`config.mk`:
```
export PLATFORM = sky130hd
export DESIGN_NAME = skin_bbox_detect
export DESIGN_NICKNAME = d
export VERILOG_FILES = /design/src/rtl/skin_bbox_detect.sv
export SDC_FILE = /design/constraint.sdc
export NUM_CORES = 1
export LEC_CHECK = 0
export CAP_MARGIN = 25
export CORE_MARGIN = 2
export CORE_UTILIZATION = 45
export CTS_CLUSTER_SIZE = 10
export DETAILED_ROUTE_END_ITERATION = 12
export PLACE_DENSITY_LB_ADDON = 0.25
export SKIP_CTS_REPAIR_TIMING = 1
export SLEW_MARGIN = 30
export SYNTH_ARGS = -nofsm -noshare
export SYNTH_HDL_FRONTEND = slang
export SYNTH_SLANG_ARGS = --single-unit
```
`constraint.sdc`:
```
create_clock -name clk -period 2.6 [get_ports clk]
set_clock_uncertainty 0.2 [all_clocks]
set_input_delay 0.26 -clock clk [delete_from_list [all_inputs] [get_ports clk]]
set_output_delay 0.26 -clock clk [all_outputs]
set_load 0.01 [all_outputs]
```
`src/rtl/skin_bbox_detect.sv`:
```
// skin_bbox_detect: Cb/Cr window skin mask stream plus per-frame skin bounding box
module skin_bbox_detect #(
    parameter int         IMG_W      = 640,
    parameter int         IMG_H      = 480,
    parameter logic [7:0] CB_MIN     = 8'd77,
    parameter logic [7:0] CB_MAX     = 8'd127,
    parameter logic [7:0] CR_MIN     = 8'd133,
    parameter logic [7:0] CR_MAX     = 8'd173,
    parameter int         MIN_PIXELS = 64
) (
    input  logic        clk,
    input  logic        rst_n,
    input  logic        i_vs,
    input  logic        i_de,
    input  logic [7:0]  i_y,
    input  logic [7:0]  i_cb,
    input  logic [7:0]  i_cr,
    output logic        o_vs,
    output logic        o_de,
    output logic [7:0]  o_y,
    output logic        o_mask,
    output logic        o_box_valid,
    output logic        o_box_found,
    output logic [10:0] o_x_min,
    output logic [10:0] o_x_max,
    output logic [9:0]  o_y_min,
    output logic [9:0]  o_y_max,
    output logic [19:0] o_pix_cnt
);
    localparam logic [10:0] LP_W   = 11'(IMG_W);
    localparam logic [9:0]  LP_H   = 10'(IMG_H);
    localparam logic [19:0] LP_MIN = 20'(MIN_PIXELS);

    logic [10:0] r_x, r_xmin, r_xmax;
    logic [9:0]  r_y, r_ymin, r_ymax;
    logic [19:0] r_cnt;
    logic        r_armed;
    logic        w_rise, w_fall, w_skin, w_hit, w_found;

    // o_vs / o_de are the one-cycle delayed syncs, reused for edge detection
    assign w_rise  = i_vs & ~o_vs;
    assign w_fall  = o_de & ~i_de;
    assign w_skin  = (i_cb >= CB_MIN) && (i_cb <= CB_MAX) && (i_cr >= CR_MIN) && (i_cr <= CR_MAX);
    assign w_hit   = i_de && !i_vs && (r_x < LP_W) && (r_y < LP_H) && w_skin;
    assign w_found = r_cnt >= LP_MIN;

    // saturating pixel / line position counters
    always_ff @(posedge clk) begin
        if (!rst_n) begin
            r_x <= '0;
            r_y <= '0;
        end else begin
            r_x <= !i_de ? '0 : (&r_x) ? r_x : r_x + 11'd1;
            r_y <= w_rise ? '0 : (w_fall && !(&r_y)) ? r_y + 10'd1 : r_y;
        end
    end

    // one-cycle video pipeline carrying the skin mask
    always_ff @(posedge clk) begin
        if (!rst_n) begin
            o_vs   <= 1'b0;
            o_de   <= 1'b0;
            o_y    <= '0;
            o_mask <= 1'b0;
        end else begin
            o_vs   <= i_vs;
            o_de   <= i_de;
            o_y    <= i_y;
            o_mask <= w_hit;
        end
    end

    // box accumulation; frame end reports (when armed) and reloads, taking priority over pixels
    always_ff @(posedge clk) begin
        if (!rst_n) begin
            r_xmin      <= '1;
            r_xmax      <= '0;
            r_ymin      <= '1;
            r_ymax      <= '0;
            r_cnt       <= '0;
            r_armed     <= 1'b0;
            o_box_valid <= 1'b0;
            o_box_found <= 1'b0;
            o_x_min     <= '0;
            o_x_max     <= '0;
            o_y_min     <= '0;
            o_y_max     <= '0;
            o_pix_cnt   <= '0;
        end else begin
            o_box_valid <= 1'b0;
            if (w_rise) begin
                r_armed <= 1'b1;
                r_xmin  <= '1;
                r_xmax  <= '0;
                r_ymin  <= '1;
                r_ymax  <= '0;
                r_cnt   <= '0;
                if (r_armed) begin
                    o_box_valid <= 1'b1;
                    o_pix_cnt   <= r_cnt;
                    o_box_found <= w_found;
                    o_x_min     <= w_found ? r_xmin : '0;
                    o_x_max     <= w_found ? r_xmax : '0;
                    o_y_min     <= w_found ? r_ymin : '0;
                    o_y_max     <= w_found ? r_ymax : '0;
                end
            end else if (w_hit) begin
                if (r_x < r_xmin) r_xmin <= r_x;
                if (r_x > r_xmax) r_xmax <= r_x;
                if (r_y < r_ymin) r_ymin <= r_y;
                if (r_y > r_ymax) r_ymax <= r_y;
                if (!(&r_cnt)) r_cnt <= r_cnt + 20'd1;
            end
        end
    end
endmodule
```
After elaboration in Yosys (flattened, before gate mapping)

Cells that the tools add are included.

Add/sub/neg operators: 3
Magnitude comparators: 11
Mux-type cells: 5
Bitwise operators: 6
Reduce and logical (&&, ||, !) cells: 22

Operator list:

| cell                  | number |
|---|---|
| $mux 11               | 2 |
| $add 20x1->20 const B | 1 |
| $ge 20x7->1 const B   | 1 |
| $mux 10               | 2 |
| $reduce_and 20->1     | 1 |
| $reduce_and 2->1      | 8 |
| $add 11x1->11 const B | 1 |
| $gt 11x11->1          | 1 |
| $lt 11x10->1 const B  | 1 |
| $lt 11x11->1          | 1 |
| $reduce_and 11->1     | 1 |
| $add 10x1->10 const B | 1 |
| $gt 10x10->1          | 1 |
| $lt 10x10->1          | 1 |
| $lt 10x9->1 const B   | 1 |
| $reduce_and 10->1     | 1 |
| $ge 8x7->1 const B    | 1 |
| $ge 8x8->1 const B    | 1 |
| $le 8x7->1 const B    | 1 |
| $le 8x8->1 const B    | 1 |
| $logic_and 1x1->1     | 8 |
| $not 1->1             | 4 |
| $and 1x1->1           | 2 |
| $logic_not 1->1       | 2 |
| 2 further kinds       | 2 |

Register bits after elaboration: 159
Input port bits: 28
Output and inout port bits: 75
Word-level logic and storage cells: 66

Depth between registers and ports, before layout

Gate-level depths: netlist of run 1.

Word-level depth: 6
Depth in mapped cells: 8

Least setup slack after synthesis of run 1

No wires, ideal clock.

Kind: register to register
Start: reg r_y[5]
End: reg r_ymax[8]
Setup time: 71 ps
Arrival time: 1963 ps
Slack: 366 ps
Cell stages (with the launch flop): 7
Path buffers: 0
Path through: dfxtp_1 -> ha_1 -> a21oi_1 -> o21ai_0 -> a2111oi_2 -> o31ai_1 -> a21oi_1

Word-level cells in the longest chain between the ends: 4
Elaborated cells between the ends (all ways): 5

Ends and longest elaborated chain:

| what                           | line | source |
|---|---|---|
| start: declaration             | 35   | `logic [9:0] r_y, r_ymin, r_ymax;` |
| start signal: assignment       | 54   | `r_y <= w_rise ? '0 : (w_fall && !(&r_y)) ? r_y + 10'd1 : r_y;` |
| $lt 10x9->1                    | 44   | `assign w_hit = i_de && !i_vs && (r_x < LP_W) && (r_y < LP_H) && w_skin;` |
| $logic_and 1x1->1 (2 in a row) | 44   |  |
| $reduce_and 2->1 (no line) (*) | n/a  |  |
| end signal: assignment         | 111  | `if (r_y > r_ymax) r_ymax <= r_y;` |
| end: declaration               | 35   |  |

Every way passes the cells marked *; elsewhere a longest branch is shown, timed or not.
A chain may end at the register's enable or synchronous reset.

Worst setup path after layout of run 1

Start: reg r_y[5]
End: reg r_ymax[7]

Same word-level chain as after synthesis.

==> results of run 1 <==
==> logic make-up (layout without fill, tap and decap cells) <==
group | Yosys count | after routing | share of synthesized area [%]
xor gates and xnor gates | 16 | 16 | 1.90
adders and majority gates | 44 | 44 | 7.47
AOI/OAI and AO/OA | 165 | 165 | 15.3
and+or+nand+nor | 329 | 329 | 21.9
muxes | 36 | 36 | 4.89
DFF | 159 | 159 | 43.2
buffers and inverters | 99 | 223 | 5.35
==> cells in the mapped netlist, types with 2 or more instances <==
library cell / count / share of area, %
sky130_fd_sc_hd__dfxtp_1: 159 / 43
sky130_fd_sc_hd__nor2_1: 107 / 5.4
sky130_fd_sc_hd__nand2_1: 87 / 4.4
sky130_fd_sc_hd__a21oi_1: 60 / 4.1
sky130_fd_sc_hd__inv_1: 48 / 2.4
sky130_fd_sc_hd__ha_1: 44 / 7.5
sky130_fd_sc_hd__a22oi_1: 42 / 4.3
sky130_fd_sc_hd__clkbuf_1: 38 / 1.9
sky130_fd_sc_hd__mux2i_1: 36 / 4.9
sky130_fd_sc_hd__nand4_1: 30 / 2.5
sky130_fd_sc_hd__o31ai_1: 16 / 1.6
sky130_fd_sc_hd__and2_1: 15 / 1.3
sky130_fd_sc_hd__nand3_1: 15 / 1.0
sky130_fd_sc_hd__o21ai_0: 15 / 1.0
sky130_fd_sc_hd__and3_1: 14 / 1.2
sky130_fd_sc_hd__nor3_1: 12 / 0.81
sky130_fd_sc_hd__xor2_1: 12 / 1.4
sky130_fd_sc_hd__or3_1: 9 / 0.76
sky130_fd_sc_hd__or4_1: 8 / 0.81
sky130_fd_sc_hd__and4_1: 7 / 0.83
sky130_fd_sc_hd__buf_2: 6 / 0.41
sky130_fd_sc_hd__nand2b_1: 6 / 0.51
sky130_fd_sc_hd__nor4_1: 5 / 0.42
sky130_fd_sc_hd__o41ai_1: 5 / 0.59
sky130_fd_sc_hd__a211oi_1: 4 / 0.41
sky130_fd_sc_hd__buf_1: 4 / 0.20
sky130_fd_sc_hd__o311ai_0: 4 / 0.48
sky130_fd_sc_hd__xnor2_1: 4 / 0.48
sky130_fd_sc_hd__a21o_1: 3 / 0.31
sky130_fd_sc_hd__a31oi_1: 3 / 0.25
sky130_fd_sc_hd__o21a_1: 3 / 0.31
sky130_fd_sc_hd__buf_4: 2 / 0.20
sky130_fd_sc_hd__nand4_2: 2 / 0.34
sky130_fd_sc_hd__nand4b_1: 2 / 0.24
sky130_fd_sc_hd__nor2b_1: 2 / 0.17
==> routing by layer <==
metal | vias up | share of wire (%) | routed length (um)
met2 | 126 | 47 | 8690
met5 | - | 0 | 0
met1 | 3038 | 47 | 8560
met4 | 0 | 1.9 | 347
li1 | 3236 | - | -
met3 | 25 | 4.0 | 729
==> where the power goes <==
group / internal [mW] / switching (mW) / total (mW)
Clock: 1.36 / 0.995 / 2.36
Sequential: 2.45 / 0.00859 / 2.46
Combinational: 0.106 / 0.142 / 0.248
Total: 3.92 / 1.15 / 5.06
==> path summary, 6_finish.rpt <==
check,startpoint,endpoint,slack (ns)
max,r_y[5]$_SDFFE_PP0P_,r_ymax[7]$_SDFFE_PP0P_,0.23
min,i_y[5],o_y[5]$_SDFF_PN0_,0.21
max reg2reg,r_y[5]$_SDFFE_PP0P_,r_ymax[7]$_SDFFE_PP0P_,0.23
min reg2reg,o_pix_cnt[18]$_SDFFE_PN0P_,o_pix_cnt[18]$_SDFFE_PN0P_,0.25
==> sequential cells by signal, summed over array words and instances, names as in the netlist, 10 cells and up <==
signal	cells
r_ymin	10
r_ymax	10
o_y_max	10
r_y	10
r_xmin	11
o_x_max	11
r_cnt	20
r_x	11
o_pix_cnt	20
o_x_min	11
r_xmax	11
o_y_min	10
==> final cells by class <==
type | instances | area [um^2] | area share [%]
clock buffer | 22 | 464 | 4.96
clock inverter | 9 | 87.6 | 0.935
multi-input combinational | 590 | 3820 | 40.8
tap | 216 | 270 | 2.89
inverter | 48 | 180 | 1.92
sequential | 159 | 3180 | 34.0
timing repair buffer | 144 | 1360 | 14.5
==> worst register-to-register path, stage by stage (launching register included) <==
cell,delay [ns]
sky130_fd_sc_hd__dfxtp_1,0.55
sky130_fd_sc_hd__ha_1,0.33
sky130_fd_sc_hd__a21oi_1,0.14
sky130_fd_sc_hd__o21ai_0,0.19
sky130_fd_sc_hd__a2111o_1,0.60
sky130_fd_sc_hd__nand4_1,0.16
sky130_fd_sc_hd__a21oi_1,0.09
==> metrics list, run 1 <==
* Max stage delay cell, worst path: sky130_fd_sc_hd__a2111o_1
- Detailed-routing iteration count for the pre-antenna-repair pass: 5
* GRT met2 Usage: 35.7%
* Synthesized cell area: 7370 um^2
* Clock tree from TritonCTS: built
- Final routed wirelength across all metal layers: 18.3 mm
- Synthesis inferred 159 register bits.
- Leaving out fill and tap cells, the most frequent cells in the layout are 159 x sky130_fd_sc_hd__dfxtp_1, 106 x sky130_fd_sc_hd__nor2_1, 102 x sky130_fd_sc_hd__clkdlybuf4s50_1, 86 x sky130_fd_sc_hd__nand2_1, 60 x sky130_fd_sc_hd__a21oi_1.
- CTS H-tree lvls: 4
- At the later pin of the worst-skew pair, clock insertion delay measures 0.43 ns.
- STA puts the critical path data arrival time at 2.47 ns.
- Post-DRT Antenna Nets: 0
- Setup repair after global routing left no endpoint under its margin.
* Async SR Flop Fraction: 0%
* Synth Warn #: 0
- 0 antenna diodes ended up in the layout.
* Achievable Freq: 0.422 GHz
* GP Congestion: 0.834
- For this run, global-route usage on met1 was measured as 27.4%.
- Setup violation total in the final timing report: 0
* Total GRT Usage: 21.5%
- Clock tree synthesis found a total of 159 sinks.
- After layout, the minimum clock period comes to 2.37 ns.
* Sequential element share of the synthesized area: 43.2%
- At the end of the flow, the number of nets in the layout was 1032.
- The number of placed instances, taps included, is 1157.
- Dominant synthesized flop cell: sky130_fd_sc_hd__dfxtp_1
- Vias in the first global route: 6263
- With fillers left out, the area of the finished cells amounts to 9360 um^2.
- Leaving out fill and tap cells, the most frequent cell in the layout is sky130_fd_sc_hd__dfxtp_1.
- Worst reg2reg path depth: 6
- Across all hold checks on the routed design, the worst slack comes to 0.209 ns.
- Along the worst path, the maximum fanout reaches 9.
- Critical path startpoint category: flop
* Worst hold path stage count: 2
* Worst IR drop on VDD: 487 uV
* Width of the die: 132 um
- Critical path capture point type: flop
- Final Instance Count excl. Fillers: 1188
- In this run the clock root is driven by a sky130_fd_sc_hd__clkbuf_16.
- Violation count after the first detailed-routing iteration: 429
- Power spread over the standard cell area amounts to 541 nW/um^2.
- Max-cap violations in this run came to 0.
- Core area: 15900 um^2
- Actual slew at the worst max-slew pin: 0.836 ns
- Traced cell by cell, the critical path runs through ha_1 -> a21oi_1 -> o21ai_0 -> a2111o_1 -> nand4_1 -> a21oi_1.
- The run finished with clean final reports.
- Counting along the longest clock path gives a buffer depth of 2.
- The floorplan step defined a die boundary enclosing 17400 um^2.
- At the worst endpoint, the required time is 2.71 ns.
- Layout area overhead: 27.0%
- Initial antenna violation count: 0
- For this configuration, the core starts out at a cell density of 46.2%.
- In the routed design, unresolved DRC markers number 0.
* Top Usage Layer GRT: met2
* Static leakage: 3.59 nW
- Syn_area_per_cell: 8.69 um^2
- Largest incremental delay on the critical path: 0.60 ns
- Clock slew seen by the registers of the worst setup and hold paths: 0.06 ns
- In this run the core area contains 46 standard-cell rows.
* Final period util: 91.1%
- Total Negative Setup Slacks: 0 ns
- Share of layout cells above drive strength 1: 8.85%
- Dividing the detail-routed wire length by the instance count gives 15.4 um.
* Max_slew headroom: 43.8%
* Hold violation total from the final report: 0
- Post-synthesis instance total: 848
- The number of max-slew violations in the final report came to 0.
- CP dominant cell by count: sky130_fd_sc_hd__a21oi_1
- Hold/Removal Path Class: in2reg
* Kind of cell with the highest combined delay on the critical path: compound AO/OA/AOI/OAI gates
* Net count after synthesis: 920
- The first global-routing pass estimated 30.8 mm of wire.
- Total cell area at the placement stage: 8810 um^2
- Met3 layer usage reported by global route: 4.54%
- I/O pin total: 103
* Number of buffers added by the clock tree synthesis step: 17
- Summed over all nets, the half-perimeter wirelength after detailed placement is 13.0 mm.
* Count of different cell masters after synthesis: 54
- In the post-route analysis, the smallest setup slack over all paths is 0.232 ns.
- Counting both buffers and inverters, the worst setup path holds a total of 0.
* Remaining global-route overflow: 0
* Share of the core filled with cells: 58.7%
- Critical path depth in cells: 6
- By startpoint and endpoint, the worst setup path is classified as reg2reg.
- In this run the tool buffered the top-level ports with 102 buffer cells.
- The final route contains 6425 vias.
* PnR Total Power: 5.06 mW
* Vertical extent of the die: 132 um
- Dpl ws: 0.00485 ns
- After filler insertion, the fill cell instance count of the layout stands at 1439.
- Dividing the detail-routed via count by the number of cells gives 5.41.
- The synthesized design contains 0 enable-type register cells.
- Pin count of the biggest net entering global routing: 40
(Power assumes the default switching activity.)
==> inputs of run 2 (changes only) <==
Settings changed: CORE_UTILIZATION 45 to 55, GPL_TIMING_DRIVEN set to 0.
==> run 2 against run 1 <==
Compared with the run above: combinational power barely moved; power is 4.3% higher; flip-flop and latch count did not move; clock power grew 8.9%; via count up 4.3%; maximum frequency down 4.7%; cell count decreased by 2.4%; first-iteration DRC count increased by 18%; sequential share of layout area increased by 0.39 points; sequential power barely moved; setup slack lost 0.12 ns.
==> metrics list, run 2 (synthesized netlist as in run 1, its figures left out) <==
- The number of cell rows was 42 (was 46).
- Hold violation total from the final report: 0 (unchanged)
* Initial antenna violation count: 0 (unchanged)
- The CTS tree was built (unchanged).
* Setup slack, reg-to-reg: 0.12 ns (was 0.23 ns)
- Critical path startpoint category: flop (unchanged)
* Worst IR drop on VDD: 483 uV (was 487 uV)
* Deepest clock path buffer count: 2 (unchanged)
- WP data arrival: 2.58 ns (was 2.47 ns)
- The largest fanout of any net on the critical path came to 10 (was 9).
- Hold/Removal Path Class: in2reg (unchanged)
- The clock transition at the register clock pins on the worst setup and hold paths after CTS came to 0.06 ns (about the same).
- I/O pin total: 103 (unchanged)
* Top library cells by usage in the layout, fill and taps aside: 159 x sky130_fd_sc_hd__dfxtp_1, 107 x sky130_fd_sc_hd__nor2_1, 102 x sky130_fd_sc_hd__clkdlybuf4s50_1, 87 x sky130_fd_sc_hd__nand2_1, 60 x sky130_fd_sc_hd__a21oi_1 (was 159 x sky130_fd_sc_hd__dfxtp_1, 106 x sky130_fd_sc_hd__nor2_1, 102 x sky130_fd_sc_hd__clkdlybuf4s50_1, 86 x sky130_fd_sc_hd__nand2_1, 60 x sky130_fd_sc_hd__a21oi_1)
- Total GRT Usage: 27.1% (was 21.5%)
- The first-pass GRT wire length came to 31.2 mm (was 30.8 mm).
* Starting Density: 55.9% (was 46.2%)
- The detailed-routing iteration count for the pre-antenna-repair pass came to 5 (unchanged).
- Number of buffers added by the clock tree synthesis step: 17 (unchanged)
- The minimum clock period after layout is 2.48 ns (was 2.37 ns).
- RR Endpoint: o_y_min[3]$_SDFFE_PN0P_ (was r_ymax[7]$_SDFFE_PP0P_)
- Inst Count DP: 1126 (was 1157)
* Total Negative Setup Slacks: 0 ns (unchanged)
- The count of antenna diodes in the layout is 0 (unchanged).
- The fraction of the cycle the final worst path needs came to 95.6% (was 91.1%).
- Post-DRT Antenna Nets: 0 (unchanged)
- Achievable Freq: 0.403 GHz (was 0.422 GHz)
- Minimum hold slack: 0.210 ns (was 0.209 ns)
- The height of the chip is 120 um (was 132 um).
- Final Instance Count excl. Fillers: 1160 (was 1188)
* Pin count of the biggest net entering global routing: 17 (was 40)
- Unrepaired setup endpoints after global routing: no (unchanged)
* Static leakage: 3.51 nW (was 3.59 nW)
- The average wire length per cell after detail routing was 16.5 um (was 15.4 um).
- Remaining global-route overflow: 0 (unchanged)
* Pwr Density: 570 nW/um^2 (was 541 nW/um^2)
* PnR Total Power: 5.28 mW (was 5.06 mW)
* Most common cell after layout, fill and taps aside: sky130_fd_sc_hd__dfxtp_1 (unchanged)
* GP Congestion: 0.946 (was 0.834)
* Via density per instance: 5.78 (was 5.41)
* Number of nets in the final layout: 1043 (was 1032)
- The launch instance of the worst register-to-register path is r_cnt[7]$_SDFFE_PP0P_ (was r_y[5]$_SDFFE_PP0P_).
- The setup violation total in the final timing report was 0 (unchanged).
- CP Class: reg2reg (unchanged)
- Input/output buffers: 102 (unchanged)
- Dpl ws: -0.272 ns (was 0.00485 ns)
- Post-detail-place hpwl: 13.4 mm (was 13.0 mm)
- The total number of clock tree sinks was 159 (unchanged).
- Final count of pins violating max slew: 0 (unchanged)
- CTS H-tree lvls: 4 (unchanged)
- Worst reg2reg path depth: 6 (unchanged)
- The full die area was 14300 um^2 (was 17400 um^2).
- Critical path capture point type: flop (unchanged)
- Core area: 13200 um^2 (was 15900 um^2)
- The total number of vias came to 6699 (was 6425).
* Result of the run: finished, final reports clean (unchanged)
* Share of layout cells above drive strength 1: 5.49% (was 8.85%)
- Layout area overhead: 25.6% (was 27.0%)
- The die outline width is 120 um (was 132 um).
- Registers with the most flip-flops: o_pix_cnt (20), r_cnt (20) (unchanged).
- Worst-skew pair later-pin latency: 0.43 ns (about the same)
- The library cell used as clock root buffer is sky130_fd_sc_hd__clkbuf_16 (unchanged).
- Cell area after layout: 9260 um^2 (was 9360 um^2)
* Post-route setup slack: 0.116 ns (was 0.232 ns)
- Data required time at the worst endpoint: 2.70 ns (was 2.71 ns)
- The destination of the critical timing path is o_y_min[3]$_SDFFE_PN0P_ (was r_ymax[7]$_SDFFE_PP0P_).
- Final routed wirelength across all metal layers: 19.1 mm (was 18.3 mm)
* Total cell area at the placement stage: 8610 um^2 (was 8810 um^2)
- The count of routing violations after the opening detailed-route iteration was 505 (was 429).
- Number of max-capacitance violations reported: 0 (unchanged)
* Actual slew at the worst max-slew pin: 0.771 ns (was 0.836 ns)
* Max_slew headroom: 48.1% (was 43.8%)
* Share of the core filled with cells: 70.2% (was 58.7%)
- Vias in the first global route: 6271 (was 6263)
- Post-route DRC violation count: 0 (unchanged)
- The start point of the critical path was r_cnt[7]$_SDFFE_PP0P_ (was r_y[5]$_SDFFE_PP0P_).
run 2: power by group:
group	switching, mW	internal, mW
sequential	0.00989	2.45
combinational	0.152	0.0947
clock	0.978	1.60
total	1.14	4.14
run 2: worst min-delay path by stage:
stage                                     startpoint  cells past startpoint                    endpoint
after global placement     o_pix_cnt[3]$_SDFFE_PN0P_                      2   o_pix_cnt[3]$_SDFFE_PN0P_
after floorplan                                 i_vs                      1             o_vs$_SDFF_PN0_
after global routing                          i_y[5]                      2           o_y[5]$_SDFF_PN0_
after CTS                                     i_y[3]                      2           o_y[3]$_SDFF_PN0_
after detailed placement  o_pix_cnt[14]$_SDFFE_PN0P_                      2  o_pix_cnt[14]$_SDFFE_PN0P_
final                                         i_y[3]                      2           o_y[3]$_SDFF_PN0_
run 2: final cells by class:
cell class | count | area, um^2
fill | 1066 | 3930
multi-input combinational | 590 | 3820
sequential | 159 | 3180
timing repair buffer | 104 | 1040
clock buffer | 20 | 437
tap | 176 | 220
buffer | 51 | 214
inverter | 48 | 180
clock inverter | 12 | 168
run 2: layer usage:
| layer | GRT usage [%] | share of wire, % |
|---|---|---|
| met2 | 44.6 | 47 |
| met5 | 0 | 0 |
| met3 | 4.90 | 5.6 |
| met4 | 10.4 | 2.8 |
| met1 | 35.6 | 45 |
run 2: worst max-delay path, stage by stage, from the launching register on:
cell and delay, ns:
sky130_fd_sc_hd__dfxtp_1 0.36, sky130_fd_sc_hd__or4_1 0.52, sky130_fd_sc_hd__nor3_1 0.28, sky130_fd_sc_hd__a31oi_2 0.29
sky130_fd_sc_hd__clkbuf_1 0.36, sky130_fd_sc_hd__a22oi_1 0.28, sky130_fd_sc_hd__nor2_1 0.06
